===== src/rtl/mips_multi2.sv =====
// Multicycle MIPS-subset core: ROM fetch, cache request/stall handshake, retire strobe.
// Optional slt/bne support is enabled by defining MIPS_MULTI2_SLT_EN.
module mips_multi2 #(
  parameter int unsigned PC_W   = 10,
  parameter int unsigned ADDR_W = 12,
  parameter int unsigned DATA_W = 32
) (
  input  logic              clk,
  input  logic              rst,
  output logic [PC_W-1:0]   imem_addr,
  input  logic [31:0]       imem_data,
  output logic [ADDR_W-1:0] mem_addr,
  output logic [DATA_W-1:0] mem_wdata,
  input  logic [DATA_W-1:0] mem_rdata,
  output logic              r_en,
  output logic              w_en,
  input  logic              stall,
  input  logic [4:0]        dbg_sel,
  output logic [DATA_W-1:0] dbg_reg,
  output logic              retire,
  output logic [2:0]        state
);

  typedef enum logic [2:0] {
    StFetch  = 3'd0,
    StIr     = 3'd1,
    StDecode = 3'd2,
    StExec   = 3'd3,
    StMem    = 3'd4,
    StWb     = 3'd5
  } state_e;

  state_e            state_q;
  logic [PC_W-1:0]   pc_q;
  logic [31:0]       ir_q;
  logic [DATA_W-1:0] a_q, b_q, imm_q, alu_q, mdr_q;
  logic [DATA_W-1:0] regs_q [32];

  logic [5:0] opcode, funct;
  logic [4:0] rs, rt, rd;
  logic       is_rtype, is_add, is_sub, is_slt, is_addi, is_lw, is_sw, is_beq, is_bne, is_j;
  logic       is_branch, branch_take, supported;
  logic [4:0]        wb_idx;
  logic [DATA_W-1:0] wb_val;

  assign opcode   = ir_q[31:26];
  assign rs       = ir_q[25:21];
  assign rt       = ir_q[20:16];
  assign rd       = ir_q[15:11];
  assign funct    = ir_q[5:0];

  assign is_rtype = (opcode == 6'b000000);
  assign is_add   = is_rtype && (funct == 6'b100000);
  assign is_sub   = is_rtype && (funct == 6'b100010);
  assign is_addi  = (opcode == 6'b001000);
  assign is_lw    = (opcode == 6'b100011);
  assign is_sw    = (opcode == 6'b101011);
  assign is_beq   = (opcode == 6'b000100);
  assign is_j     = (opcode == 6'b000010);

`ifdef MIPS_MULTI2_SLT_EN
  assign is_slt   = is_rtype && (funct == 6'b101010);
  assign is_bne   = (opcode == 6'b000101);
`else
  assign is_slt   = 1'b0;
  assign is_bne   = 1'b0;
`endif

  assign is_branch   = is_beq || is_bne;
  assign branch_take = is_beq ? (a_q == b_q) : (a_q != b_q);
  assign supported   = is_add || is_sub || is_slt || is_addi || is_lw || is_sw || is_branch;

  always_comb begin
    wb_idx = is_rtype ? rd : rt;
    wb_val = is_lw ? mdr_q : alu_q;
  end

  assign imem_addr = pc_q;
  assign mem_addr  = alu_q[ADDR_W-1:0];
  assign mem_wdata = b_q;
  // Requests decode straight from state so an async reset drops them at once.
  assign r_en      = (state_q == StMem) && is_lw;
  assign w_en      = (state_q == StMem) && is_sw;
  assign retire    = ((state_q == StDecode) && (is_j || !supported)) ||
                     ((state_q == StExec) && is_branch) ||
                     ((state_q == StMem) && is_sw && !stall) ||
                     (state_q == StWb);
  assign dbg_reg   = regs_q[dbg_sel];
  assign state     = state_q;

  always_ff @(posedge clk or posedge rst) begin
    if (rst) begin
      state_q <= StFetch;
      pc_q    <= '0;
      ir_q    <= '0;
      a_q     <= '0;
      b_q     <= '0;
      imm_q   <= '0;
      alu_q   <= '0;
      mdr_q   <= '0;
      for (int i = 0; i < 32; i++) regs_q[i] <= '0;
    end else begin
      unique case (state_q)
        StFetch: state_q <= StIr;
        StIr: begin
          ir_q    <= imem_data;
          pc_q    <= pc_q + PC_W'(1);
          state_q <= StDecode;
        end
        StDecode: begin
          a_q   <= regs_q[rs];
          b_q   <= regs_q[rt];
          imm_q <= DATA_W'($signed(ir_q[15:0]));
          if (is_j) begin
            pc_q    <= ir_q[PC_W-1:0];
            state_q <= StFetch;
          end else if (!supported) begin
            state_q <= StFetch;
          end else begin
            state_q <= StExec;
          end
        end
        StExec: begin
          if (is_add)                         alu_q <= a_q + b_q;
          else if (is_sub)                    alu_q <= a_q - b_q;
          else if (is_slt)                    alu_q <= ($signed(a_q) < $signed(b_q)) ?
                                                       DATA_W'(1) : '0;
          else if (is_addi || is_lw || is_sw) alu_q <= a_q + imm_q;
          if (is_branch) begin
            // pc_q already points past the branch.
            if (branch_take) pc_q <= pc_q + imm_q[PC_W-1:0];
            state_q <= StFetch;
          end else if (is_lw || is_sw) begin
            state_q <= StMem;
          end else begin
            state_q <= StWb;
          end
        end
        StMem: begin
          if (!stall) begin
            if (is_lw) begin
              mdr_q   <= mem_rdata;
              state_q <= StWb;
            end else begin
              state_q <= StFetch;
            end
          end
        end
        StWb: begin
          if (wb_idx != 5'd0) regs_q[wb_idx] <= wb_val;
          state_q <= StFetch;
        end
        default: state_q <= StFetch;
      endcase
    end
  end

endmodule


===== config.mk =====
export PLATFORM = sky130hd
export DESIGN_NAME = mips_multi2
export DESIGN_NICKNAME = d
export VERILOG_FILES = /design/src/rtl/mips_multi2.sv
export SDC_FILE = /design/constraint.sdc
export NUM_CORES = 2
export LEC_CHECK = 0
export CORE_MARGIN = 2
export CORE_UTILIZATION = 63
export CTS_CLUSTER_DIAMETER = 80
export CTS_CLUSTER_SIZE = 40
export DETAILED_ROUTE_END_ITERATION = 16
export PLACE_DENSITY = 0.82
export SETUP_SLACK_MARGIN = 0.02
export SYNTH_ARGS = -nofsm -noshare
export SYNTH_HDL_FRONTEND = slang
export SYNTH_SLANG_ARGS = --single-unit

===== constraint.sdc =====
create_clock -name clk -period 45 [get_ports clk]
set_input_delay 4.5 -clock clk [delete_from_list [all_inputs] [get_ports clk]]
set_output_delay 4.5 -clock clk [all_outputs]
set_load 0.01 [all_outputs]

* Word-level counts from Yosys, hierarchy flattened
Cells that the tools add are included.
Storage, ports and cells: output and inout port bits 92, bits of input ports 72, word-level logic and storage cells 133, register bits 1213
Cells by class: bitwise gates (word level) 5, $lt $le $gt $ge 5, $add $sub $neg 5, equality and inequality tests 18, muxes and demuxes 29, reduce and logical (&&, ||, !) cells 31
Operators with widths (count):
- $bwmux 1024 | 1
- $bmux 32 s5 | 3
- $mux 32 | 11
- $demux 32 s5 | 1
- $add 32x32->32 | 2
- $eq 32x32->1 | 1
- $ne 32x32->1 | 1
- $sub 32x32->32 | 1
- $mux 10 | 3
- $pmux 10 s3 | 1
- $eq 6x6->1 const B | 4
- $ge 6x6->1 const B | 4
- $not 5->6 | 4
- $pmux 3 s5 | 1
- $logic_or 1x1->1 | 12
- $add 10x1->10 const B | 1
- $add 10x10->10 | 1
- $mux 3 | 3
- $logic_and 1x1->1 | 8
- $ne 2x2->1 const B | 4
- $eq 3x2->1 const B | 2
- $eq 3x3->1 const B | 2
- $eq 6x2->1 const B | 1
- $eq 6x3->1 const B | 1
- 15 further kinds | 20

* Depth between registers and ports, before layout
depth in word-level cells 13, mapped depth 14, depth with buffers taken out 13

* Worst setup path after synthesis
No wires, ideal clock.
path kind input to output, start point input dbg_sel[0], end point output dbg_reg[10], arrival 6.855 ns, stages on the path 7, slack 33.645 ns, path buffers 4, cell sequence clkbuf_1 > buf_2 > buf_1 > clkbuf_1 > mux4_2 > mux4_2 > mux2_2
On the way: longest elaborated chain between the ends 4
Ends and longest elaborated chain:
- start, declared | RTL line 18 | input logic [4:0] dbg_sel,
- $not 5->6 (not written as such) | RTL line 88 | assign dbg_reg = regs_q[dbg_sel];
- $bmux 32 s5 | RTL line 88
- $mux 32 (not written as such) (2 in a row) | RTL line 88
- end, declared | RTL line 19 | output logic [DATA_W-1:0] dbg_reg,
Every way passes these cells. The select of a mux whose other input is x is not followed.

* Worst setup path in the final report
start point input dbg_sel[0], end point output dbg_reg[28]
Same word-level chain as after synthesis.

==> reports/qor.yml <==
grt:
  grt_pass1_wl_um: 353000
  antenna_found_initial: 5
  grt_start_max_net_pins: 185
  grt_use_total_pct: 40.4
  first_global_vias: 57100
  grt-ovfl-total: 0
cts:
  clock_sinks: 1213
  cts_buffers: 51
  path_clk_slew_ns: 0.13
  cts_root_buf: "clkbuf_16"
  clock_latency_ns: 0.75
  cts_max_level: 2
  cts_tree: "yes"
  postCtsSetupRepairBufs: 0
  clk_path_buf_depth: 3
  ctsResizeCount: 0
  holdBufCountCts: 0
yosys:
  netlist_area_um2: 72900
  ys_async_sr_fraction_pct: 100
  syn_avg_cell_area_um2: 11.6
  synthFlopType: "dfrtp_1"
  ys_ff_latch: 1213
  ys_types: 79
  ys.warnings.count: 0
  synth_edf_count: 0
  yosysSeqAreaShare_pct: 41.6
  syn_inst: 6271
  syn_nets: 6449
worst_setup_path:
  start_kind: "input port"
  crit_chain: "buf_8 -> buf_4 -> buf_4 -> mux4_2 -> mux4_2 -> mux2_2 -> clkdlybuf4s50_1"
  crit_arrival_ns: 8.84
  critPathKind: "input port to output pin"
  cpLargestDelayFamily: "buffers and inverters"
  rr_worst_depth: 6
  cp.depth: 7
  end_kind: "output pin"
  cp_slowest_cell: "buf_4"
  worst_ep_required_time_ns: 40.50
  worst-path-max-fanout: 55
  startpoint: "dbg_sel[0]"
  critPathMaxStageDelay_ns: 0.91
  regToRegStartpoint: "ir_q[21]"
  path_buf_inv: 4
die:
  die_w_um: 344
  fp.dieH_um: 344
  rows: 124
  ios: 164
  start_util_pct: 63.6
  dieArea_um2: 119000
  core_area_um2: 115000
sta:
  max_freq_mhz: 74.9
  report.final.slew_viol_count: 0
  hold_viol: 0
  rsz0062_at_grt: "no"
  finalSetupViolations: 0
  tightestPinTransition_ns: 1.33
  period_share_pct: 29.6
  finalSetupTns_ns: 0
  skew_ns: 0.0686
  maxSlewHeadroom_pct: 11.5
  fin_crit_ns: 13.34
hold_path:
  worstHoldStart: "regs_q[1007]"
  min_path_type: "flop to flop"
  min_delay_path_depth: 0
detailed_routing:
  firstDrtPassIters: 7
  wl_um: 236000
  routedWlPerCell_um: 31.4
  drt_iter0_markers: 9675
  ant_nets: 0
  viasPerCell: 7.62
  dr_total_vias: 57200
  drcViolationCount: 0
power:
  irDropWorstVdd_mv: 0.0631
  power_mw: 4.33
  powerDensity_nw_per_um2: 56.2
  leakage_nw: 31.9
finish:
  drive_gt1_share_pct: 22.6
  fin_cells: 7505
  final_common_cell: "dfrtp_1"
  design_area_um2: 77100
  nets: 6130
  final_cell_mix: "dfrtp_1 (1,203), mux4_2 (960), nand2_1 (721)"
  syn2layout_area_growth_pct: 5.76
job:
  cap_violations: 0
place:
  placed_cells: 7411
  dp_hpwl_um: 139000
  gp_congestion: 0.965
  postPlaceCellArea_um2: 75100
  io_buffer_count: 163
run_status:
  outcome: "complete, no violations"
[layer usage]
metal	vias up	GRT usage (%)	share of wire, %	wire (µm)
met4	6	23.0	7.0	16500
met3	1163	17.4	16	38600
met5	-	0	0.018	43
li1	22600	-	-	-
met1	28300	51.1	33	77200
met2	5090	58.7	44	103000
[report_power, final]
part	internal (mW)	total (mW)	switching [mW]
clock network	0.252	0.668	0.416
registers	1.31	1.67	0.360
logic	0.873	1.99	1.12
[flip-flops by register name, summed over array words and instances, names as in the netlist]
register and count:
a_q 32, alu_q 32, imem_addr 10, imm_q 16, ir_q 32, mdr_q 32, mem_wdata 32, regs_q 1024
state 3
[final timing paths]
kind	slack (ns)	to
min in group asynchronous	4.33	regs_q[884]
setup reg to reg	40.16	a_q[6]
setup / recovery	31.66	dbg_reg[28]
max in group asynchronous	36.81	ir_q[17]
hold / removal	0.44	regs_q[1007]
hold reg to reg	0.44	regs_q[1007]
[metrics by stage]
step / setup slack [ns] / hold WS, ns / util (%)
floorplan: 6.32 / 0.435 / -
global placement: 31.72 / 0.398 / 65.5
detailed placement: 31.61 / 0.403 / 65.5
CTS: 31.61 / 0.432 / 67.3
global route: 31.36 / 0.444 / 67.3
finish: 31.66 / 0.437 / 67.3
[area by class of cell]
| cell class | instances | area [µm²] |
|---|---|---|
| fillers | 7705 | 37500 |
| multi-input cells | 4336 | 40100 |
| flip-flops and latches | 1213 | 30400 |
| clock buffers | 55 | 1330 |
| repair buffers | 269 | 2480 |
| inverters | 81 | 312 |
| diodes | 1 | 2.50 |
| clock inverters | 38 | 678 |
| well taps | 1512 | 1890 |
[synth_stat cells, types with 26 or more instances]
master / instances / area share, %
o21ai_0: 604 / 4.1
a21oi_1: 635 / 4.4
xnor2_1: 47 / 0.56
ha_1: 102 / 1.7
a21o_1: 26 / 0.27
buf_1: 102 / 0.52
nand2_1: 736 / 3.8
clkbuf_1: 431 / 2.2
inv_1: 79 / 0.41
mux2_2: 92 / 1.4
dfrtp_1: 1213 / 42
buf_2: 95 / 0.65
nor2_1: 637 / 3.3
a31oi_1: 46 / 0.39
nor3_1: 30 / 0.21
mux2i_1: 73 / 1.0
mux4_2: 960 / 30
[worst register-to-register path, cell delays in order, from the launching register on]
cell and delay, ns:
dfrtp_4 0.91, buf_12 0.66, buf_4 1.10, mux4_2 0.68, mux4_2 0.49, mux2i_1 0.70, o21ai_0 0.16
[kinds of logic after synthesis]
kind of cell / share of synthesized area, %
xor+xnor: 0.781
flops: 41.6
compound gates: 10.9
fa+ha+maj: 1.86
simple gates: 8.71
mux: 32.2
buf+inv: 3.94
Power figures use the tool's default switching activity.
